<file path="src/rtl/mem_port_arbiter_if.sv">
// Bundle of fetch, data and memory-side signals for the shared memory port arbiter.
// slave = arbiter side; master = requesters plus memory macro.
interface mem_port_arbiter_if #(
  parameter int DATA_W = 16,
  parameter int ADDR_W = 8
);
  logic              f_req;
  logic [ADDR_W-1:0] f_addr;
  logic              f_gnt;
  logic              f_rvalid;
  logic [DATA_W-1:0] f_rdata;

  logic              d_req;
  logic              d_we;
  logic [ADDR_W-1:0] d_addr;
  logic [DATA_W-1:0] d_wdata;
  logic              d_gnt;
  logic              d_ack;
  logic [DATA_W-1:0] d_rdata;

  logic              mem_en;
  logic              mem_we;
  logic [ADDR_W-1:0] mem_addr;
  logic [DATA_W-1:0] mem_wdata;
  logic [DATA_W-1:0] mem_rdata;

  logic              busy;

  modport slave (
    input  f_req, f_addr, d_req, d_we, d_addr, d_wdata, mem_rdata,
    output f_gnt, f_rvalid, f_rdata, d_gnt, d_ack, d_rdata,
    output mem_en, mem_we, mem_addr, mem_wdata, busy
  );

  modport master (
    output f_req, f_addr, d_req, d_we, d_addr, d_wdata, mem_rdata,
    input  f_gnt, f_rvalid, f_rdata, d_gnt, d_ack, d_rdata,
    input  mem_en, mem_we, mem_addr, mem_wdata, busy
  );
endinterface

</file>
<file path="src/rtl/mem_port_arbiter.sv">
// Round-robin fetch/data arbiter for one single-port memory: gnt+mem_en 1 cycle after req, completion MEM_LAT later (writes: 1).
// One transaction in flight; requesters hold req until gnt, new arbitration only from IDLE.
module mem_port_arbiter #(
  parameter int DATA_W  = 16,
  parameter int ADDR_W  = 8,
  parameter int MEM_LAT = 1
) (
  input logic               clk,
  input logic               reset,
  mem_port_arbiter_if.slave bus
);
  localparam logic [1:0] S_IDLE  = 2'd0;
  localparam logic [1:0] S_ISSUE = 2'd1;
  localparam logic [1:0] S_WAIT  = 2'd2;
  localparam logic [1:0] S_DONE  = 2'd3;

  localparam logic OWN_F = 1'b0;
  localparam logic OWN_D = 1'b1;

  localparam logic [3:0] LAT_LOAD = 4'(MEM_LAT - 1);

  logic [1:0]        state_q, state_d;
  logic              owner_q, owner_d;
  logic              last_gnt_q, last_gnt_d;
  logic              we_q, we_d;
  logic [ADDR_W-1:0] addr_q, addr_d;
  logic [DATA_W-1:0] wdata_q, wdata_d;
  logic [3:0]        lat_cnt_q, lat_cnt_d;
  logic              winner;

  // On a tie the port that did not win last time goes next.
  assign winner = (bus.f_req && bus.d_req) ? ~last_gnt_q : bus.d_req;

  always_comb begin
    state_d    = state_q;
    owner_d    = owner_q;
    last_gnt_d = last_gnt_q;
    we_d       = we_q;
    addr_d     = addr_q;
    wdata_d    = wdata_q;
    lat_cnt_d  = lat_cnt_q;
    case (state_q)
      S_IDLE: begin
        if (bus.f_req || bus.d_req) begin
          owner_d    = winner;
          last_gnt_d = winner;
          we_d       = (winner == OWN_D) && bus.d_we;
          addr_d     = (winner == OWN_D) ? bus.d_addr : bus.f_addr;
          wdata_d    = (winner == OWN_D) ? bus.d_wdata : '0;
          state_d    = S_ISSUE;
        end
      end
      S_ISSUE: begin
        if (we_q || (MEM_LAT == 1)) begin
          state_d = S_DONE;
        end else begin
          lat_cnt_d = LAT_LOAD;
          state_d   = S_WAIT;
        end
      end
      S_WAIT: begin
        lat_cnt_d = lat_cnt_q - 4'd1;
        if (lat_cnt_q == 4'd1) begin
          state_d = S_DONE;
        end
      end
      default: begin
        state_d = S_IDLE;
      end
    endcase
  end

  always_ff @(posedge clk) begin
    if (reset) begin
      state_q    <= S_IDLE;
      owner_q    <= OWN_F;
      last_gnt_q <= OWN_D;
      we_q       <= 1'b0;
      addr_q     <= '0;
      wdata_q    <= '0;
      lat_cnt_q  <= 4'd0;
    end else begin
      state_q    <= state_d;
      owner_q    <= owner_d;
      last_gnt_q <= last_gnt_d;
      we_q       <= we_d;
      addr_q     <= addr_d;
      wdata_q    <= wdata_d;
      lat_cnt_q  <= lat_cnt_d;
    end
  end

  assign bus.f_gnt     = (state_q == S_ISSUE) && (owner_q == OWN_F);
  assign bus.d_gnt     = (state_q == S_ISSUE) && (owner_q == OWN_D);
  assign bus.f_rvalid  = (state_q == S_DONE) && (owner_q == OWN_F);
  assign bus.d_ack     = (state_q == S_DONE) && (owner_q == OWN_D);
  assign bus.f_rdata   = bus.mem_rdata;
  assign bus.d_rdata   = bus.mem_rdata;
  assign bus.mem_en    = (state_q == S_ISSUE);
  assign bus.mem_we    = (state_q == S_ISSUE) && we_q;
  assign bus.mem_addr  = addr_q;
  assign bus.mem_wdata = wdata_q;
  assign bus.busy      = (state_q != S_IDLE);
endmodule

</file>
<file path="src/flat_wrapper.sv">
// flat-port wrapper written by rule: the top's interface ports become plain ports
module mem_port_arbiter_flat 
#(
  parameter int DATA_W  = 16,
  parameter int ADDR_W  = 8,
  parameter int MEM_LAT = 1
)
  (clk, reset, bus_f_req, bus_f_addr, bus_d_req, bus_d_we, bus_d_addr, bus_d_wdata, bus_mem_rdata, bus_f_gnt, bus_f_rvalid, bus_f_rdata, bus_d_gnt, bus_d_ack, bus_d_rdata, bus_mem_en, bus_mem_we, bus_mem_addr, bus_mem_wdata, bus_busy);
  mem_port_arbiter_if #(.DATA_W(DATA_W), .ADDR_W(ADDR_W)) bus_i ();
  input logic clk;
  input logic reset;
  input wire logic [$bits(bus_i.f_req)-1:0] bus_f_req;
  input wire logic [$bits(bus_i.f_addr)-1:0] bus_f_addr;
  input wire logic [$bits(bus_i.d_req)-1:0] bus_d_req;
  input wire logic [$bits(bus_i.d_we)-1:0] bus_d_we;
  input wire logic [$bits(bus_i.d_addr)-1:0] bus_d_addr;
  input wire logic [$bits(bus_i.d_wdata)-1:0] bus_d_wdata;
  input wire logic [$bits(bus_i.mem_rdata)-1:0] bus_mem_rdata;
  output wire logic [$bits(bus_i.f_gnt)-1:0] bus_f_gnt;
  output wire logic [$bits(bus_i.f_rvalid)-1:0] bus_f_rvalid;
  output wire logic [$bits(bus_i.f_rdata)-1:0] bus_f_rdata;
  output wire logic [$bits(bus_i.d_gnt)-1:0] bus_d_gnt;
  output wire logic [$bits(bus_i.d_ack)-1:0] bus_d_ack;
  output wire logic [$bits(bus_i.d_rdata)-1:0] bus_d_rdata;
  output wire logic [$bits(bus_i.mem_en)-1:0] bus_mem_en;
  output wire logic [$bits(bus_i.mem_we)-1:0] bus_mem_we;
  output wire logic [$bits(bus_i.mem_addr)-1:0] bus_mem_addr;
  output wire logic [$bits(bus_i.mem_wdata)-1:0] bus_mem_wdata;
  output wire logic [$bits(bus_i.busy)-1:0] bus_busy;
  assign bus_i.f_req = bus_f_req;
  assign bus_i.f_addr = bus_f_addr;
  assign bus_i.d_req = bus_d_req;
  assign bus_i.d_we = bus_d_we;
  assign bus_i.d_addr = bus_d_addr;
  assign bus_i.d_wdata = bus_d_wdata;
  assign bus_i.mem_rdata = bus_mem_rdata;
  assign bus_f_gnt = bus_i.f_gnt;
  assign bus_f_rvalid = bus_i.f_rvalid;
  assign bus_f_rdata = bus_i.f_rdata;
  assign bus_d_gnt = bus_i.d_gnt;
  assign bus_d_ack = bus_i.d_ack;
  assign bus_d_rdata = bus_i.d_rdata;
  assign bus_mem_en = bus_i.mem_en;
  assign bus_mem_we = bus_i.mem_we;
  assign bus_mem_addr = bus_i.mem_addr;
  assign bus_mem_wdata = bus_i.mem_wdata;
  assign bus_busy = bus_i.busy;
  mem_port_arbiter #(.DATA_W(DATA_W), .ADDR_W(ADDR_W), .MEM_LAT(MEM_LAT)) u_core (.clk(clk), .reset(reset), .bus(bus_i));
endmodule
</file>
<file path="config.mk">
export PLATFORM = sky130hd
export DESIGN_NAME = mem_port_arbiter_flat
export DESIGN_NICKNAME = d
export VERILOG_FILES = /design/src/rtl/mem_port_arbiter_if.sv /design/src/rtl/mem_port_arbiter.sv /design/src/flat_wrapper.sv
export SDC_FILE = /design/constraint.sdc
export NUM_CORES = 1
export LEC_CHECK = 0
export ABC_AREA = 1
export BUFFER_PORTS_ARGS = -buffer_cell sky130_fd_sc_hd__buf_2
export CAP_MARGIN = 0
export CORE_MARGIN = 4
export CORE_UTILIZATION = 40
export CTS_CLUSTER_DIAMETER = 80
export DETAILED_ROUTE_END_ITERATION = 10
export PLACE_DENSITY = 0.76
export SLEW_MARGIN = 20
export SYNTH_ARGS = -nofsm -noshare
export SYNTH_HDL_FRONTEND = slang
export SYNTH_SLANG_ARGS = --single-unit
</file>
<file path="constraint.sdc">
create_clock -name clk -period 1.7 [get_ports clk]
set_input_delay 0.34 -clock clk [delete_from_list [all_inputs] [get_ports clk]]
set_output_delay 0.34 -clock clk [all_outputs]
set_load 0.1 [all_outputs]
</file>
Yosys cells after proc, flatten, opt, wreduce, memory -nomap -nowiden
Index checks and enable logic that the tools add are counted.
Word-level totals
  input port bits: 53
  bits in registers: 33
  logic and storage cells: 34
  output and inout port bits: 63
Cells by class
  mux-type cells: 6
  add/sub/neg operators: 1
  equality and inequality tests: 6
  bitwise logic cells: 2
  reduce and logical (&&, ||, !) cells: 12
Operator list (count)
  $mux W16: 1
  $mux W8: 1
  $logic_and A1 B1 Y1: 7
  $pmux W2 S3: 1
  $eq A2 B2 Y1 const B: 2
  $eq A4 B1 Y1 const B: 1
  $mux W2: 2
  $ne A2 B1 Y1 const B: 2
  $reduce_and A2 Y1: 2
  $sub A4 B1 Y4 const B: 1
  $eq A2 B1 Y1 const B: 1
  $logic_not A2 Y1: 1
  $not A1 Y1: 2
  $reduce_bool A2 Y1: 1
  $logic_or A1 B1 Y1: 1
  $mux W1: 1

Depth between registers and ports, before layout
  depth in word-level cells: 3
  mapped depth: 8

Least setup slack after synthesis
Ideal clock, no wire load.
  path type: reg-to-output
  start point: register u_core.state_q[1]
  end point: output bus_f_gnt
  slack: -1.223 ns
  cell stages (with the launch flop): 5
  path buffers: 0
  data required time: 1.360 ns
  arrival time: 2.583 ns
  path through: dfxtp_1 > inv_1 > ha_1 > inv_1 > nor2_1
On the way
  word-level cells in the longest chain between the ends: 2
Ends and longest elaborated chain
  start: declaration: line mem_port_arbiter.sv:22  | logic [1:0] state_q, state_d;
  start signal: assignment: line mem_port_arbiter.sv:83  | state_q <= state_d;
  $eq A2 B1 Y1
  named net bus_mem_en: line flat_wrapper.sv:25  | output wire logic [$bits(bus_i.mem_en)-1:0] bus_mem_en;
  $logic_and A1 B1 Y1: line mem_port_arbiter.sv:93  | assign bus.f_gnt = (state_q == S_ISSUE) && (owner_q == OWN_F);
  end: declaration: line flat_wrapper.sv:19  | output wire logic [$bits(bus_i.f_gnt)-1:0] bus_f_gnt;
The timed path passes the listed nets, and every way through them passes these cells.

Final worst setup path
  start point: register u_core.state_q[1]
  end point: output bus_mem_en
On the way
  word-level cells in the longest chain between the ends: 1
Ends and longest elaborated chain
  $eq A2 B1 Y1: line mem_port_arbiter.sv:99  | assign bus.mem_en = (state_q == S_ISSUE);
  end: declaration: line flat_wrapper.sv:25
Every way passes these cells.

==> results.toml <==
[drt]
via_count = 1441
drt-total-wl_um = 3640
drt_iter0_drc = 44
via_per_inst = 4.37
dr.pass1.iters = 4
drcViolationCount = 0
final_antenna_net_count = 0
wl_per_cell_um = 11.0

[finish]
fin_cells = 330
layout.nets = 336
fillers = 422
areaGrowthSynthToFinish_pct = 18.9
drive_gt1_share_pct = 39.9
diodes = 0
final_cell_area_um2 = 2140

[status]
status = "finished clean"

[pwr]
power.leakage_nw = 1.05
irDropWorstVdd_mv = 0.825
power_mw = 3.74
p_per_area_nw_per_um2 = 1750

[yosys]
synth_most_common_cell = "nand2_1"
synth_top_area_share_pct = 36.6
synth_common_cells = "nand2_1, nor2_1, dfxtp_1"
netlist_area_um2 = 1800
synthCells = 241
syn-num-nets = 300
ys_ff_latch = 33
synth_cell_types = 19
yosys_most_used_dff = "dfxtp_1"
async_flop_share_pct = 0
yosysTopAreaCell = "dfxtp_1"
avgSynthCellArea_um2 = 7.48
yosysSeqAreaShare_pct = 36.6
yosys_warnings = 0
synthTopCellsByArea = "dfxtp_1, buf_4, nand2_1, nor2_1, a21oi_2"
synth-edff-count = 0

[die]
coreArea_um2 = 4350
rows = 24
die_area_um2 = 5650
die_w_um = 75.1
ioPinCount = 116
start_util_pct = 41.4
die_y_um = 75.1

[setup_path]
path_max_fanout = 4
r2r-start = "u_core.state_q[0]$_SDFFE_PP0P_"
rrSetupSlack_ns = 0.34
reg2reg_depth = 6
crit_type = "reg -> out"
cp.required_ns = 1.36
cp-start-kind = "register"
rr_endpoint = "u_core.owner_q$_SDFFE_PP0P_"
endpoint_kind = "output pin"
crit_arrival_ns = 1.26

[clocking]
numCtsBuffers = 5
cts_buffer_depth = 2
cts.clk_slew.worst_paths_ns = 0.07
insertion_delay_ns = 0.27
postCtsSetupRepairBufs = 0
h-tree-depth = 2
cts_sinks = 33
tritoncts = "done"
root_buffer = "clkbuf_8"
ctsHoldBuffers = 0

[timing]
setup_viol = 0
skew_ns = 0.00374
hold-worst-slack_ns = 0.307
rsz0062_at_grt = "false"
worst_pin_slew_ns = 0.493
period_minus_slack_ns = 1.60
fmax_ghz = 0.623
slew_headroom_pct = 67.3
finalHoldViolCount = 0
post-route-period-util_pct = 94.4
slew_violations = 0

[grt]
grt_max_degree = 21
grt_pass1_wl_um = 5660
antenna_found_initial = 0
grt-ovfl-total = 0
grt_pass1_vias = 1316
grt_usage_pct = 12.9

[placement]
placed_cell_area_um2 = 2040
numPlacedInstances = 322
portBuffers = 67
finalWeightedCongestion = 0.751
dp_hpwl_um = 2760

[min_path]
min_path_cells = 3
min-delay-path-class = "in -> reg"
min_from = "bus_d_wdata[5]"
min_to = "u_core.bus.mem_wdata[5]$_SDFFE_PP0P_"

[job]
maxCapViolations = 0
[worst max-delay path, stage by stage, from the launching register on]
cell and delay [ns]:
dfxtp_2 0.34, inv_2 0.09, ha_4 0.14, buf_2 0.42
[how the worst max path moves through the flow]
stage | startpoint | depth (start not counted) | slack, ns | endpoint
4_1_cts | u_core.state_q[1]$_SDFFE_PP0P_ | 5 | 0.05 | bus_d_gnt
5_1_grt | u_core.state_q[0]$_SDFFE_PP0P_ | 4 | 0.03 | bus_d_ack
6_report | u_core.state_q[1]$_SDFFE_PP0P_ | 3 | 0.1 | bus_mem_en
3_3_place_gp | u_core.state_q[0]$_SDFFE_PP0P_ | 6 | 0.38 | u_core.owner_q$_SDFFE_PP0P_
2_1_floorplan | u_core.state_q[1]$_SDFFE_PP0P_ | 4 | -0.02 | bus_f_gnt
3_5_place_dp | u_core.state_q[1]$_SDFFE_PP0P_ | 6 | 0.34 | u_core.bus.mem_wdata[11]$_SDFFE_PP0P_
[report_power, final]
group	leakage, nW	internal (mW)	switching (mW)
Sequential	0.271	0.938	0.114
Combinational	0.722	0.498	1.56
Clock	0.0542	0.366	0.266
[metal layers]
metal,track usage (%),vias to the layer above,wire (µm)
met3,4.94,0,296
li1,-,772,-
met2,21.2,36,1730
met4,3.11,0,0
met1,16.0,633,1610
met5,0,-,0
[cells in the final DEF, fill, tap and decap left out]
cell / n
nand2_1: 53
o21ai_0: 9
dfxtp_1: 31
o21ai_2: 1
buf_12: 6
nand2_2: 10
buf_4: 2
nand3_1: 4
nor2_4: 2
ha_4: 2
xor2_1: 1
clkinvlp_4: 3
clkbuf_8: 7
buf_2: 61
a21oi_1: 12
a21oi_2: 10
ha_1: 4
inv_1: 18
nand2_4: 1
dfxtp_2: 2
clkinv_2: 1
inv_2: 2
nor2_1: 35
nor2_8: 1
[cell type report]
type	count	area (µm²)	share of cell area (%)
inverter	23	97.6	4.55
clock inverter	1	5.00	0.233
clock buffer	7	96.3	4.49
timing repair buffer	69	440	20.5
sequential	33	663	30.9
tap	52	65.1	3.03
multi-input combinational	145	777	36.2
[registers in the layout (all words and copies together), names as in the netlist]
| name | cells |
|---|---|
| u_core.lat_cnt_q | 4 |
| u_core.bus.mem_addr | 8 |
| u_core.state_q | 2 |
| u_core.owner_q | 1 |
| u_core.we_q | 1 |
| u_core.last_gnt_q | 1 |
| u_core.bus.mem_wdata | 16 |
[timing repair]
action | CTS | global route
setup endpoints to repair | 0 | 1
gates resized for setup | 0 | 1
endpoints found under the hold margin | 0 | 0
[per-stage QoR]
step / TNS [ns] / setup WS [ns] / util [%]
4_1_cts: 0 / 0.0454 / 49.2
3_5_place_dp: 0 / 0.341 / 46.9
5_1_grt: 0 / 0.0282 / 49.3
2_1_floorplan: -0.0205 / -0.0205 / -
3_3_place_gp: 0 / 0.378 / 46.9
6_report: 0 / 0.0951 / 49.3
[cell families (layout without fill, tap and decap cells)]
group                      Yosys count  count (layout)  synth area share [%]
and+or+nand+nor                    106             106                  25.1
buffers and inverters               63             100                  22.5
DFF                                 33              33                  36.6
AOI/OAI and AO/OA                   32              32                  11.2
adders and majority gates            6               6                  4.16
xor gates and xnor gates             1               1                 0.486
Power figures use the tool's default switching activity.
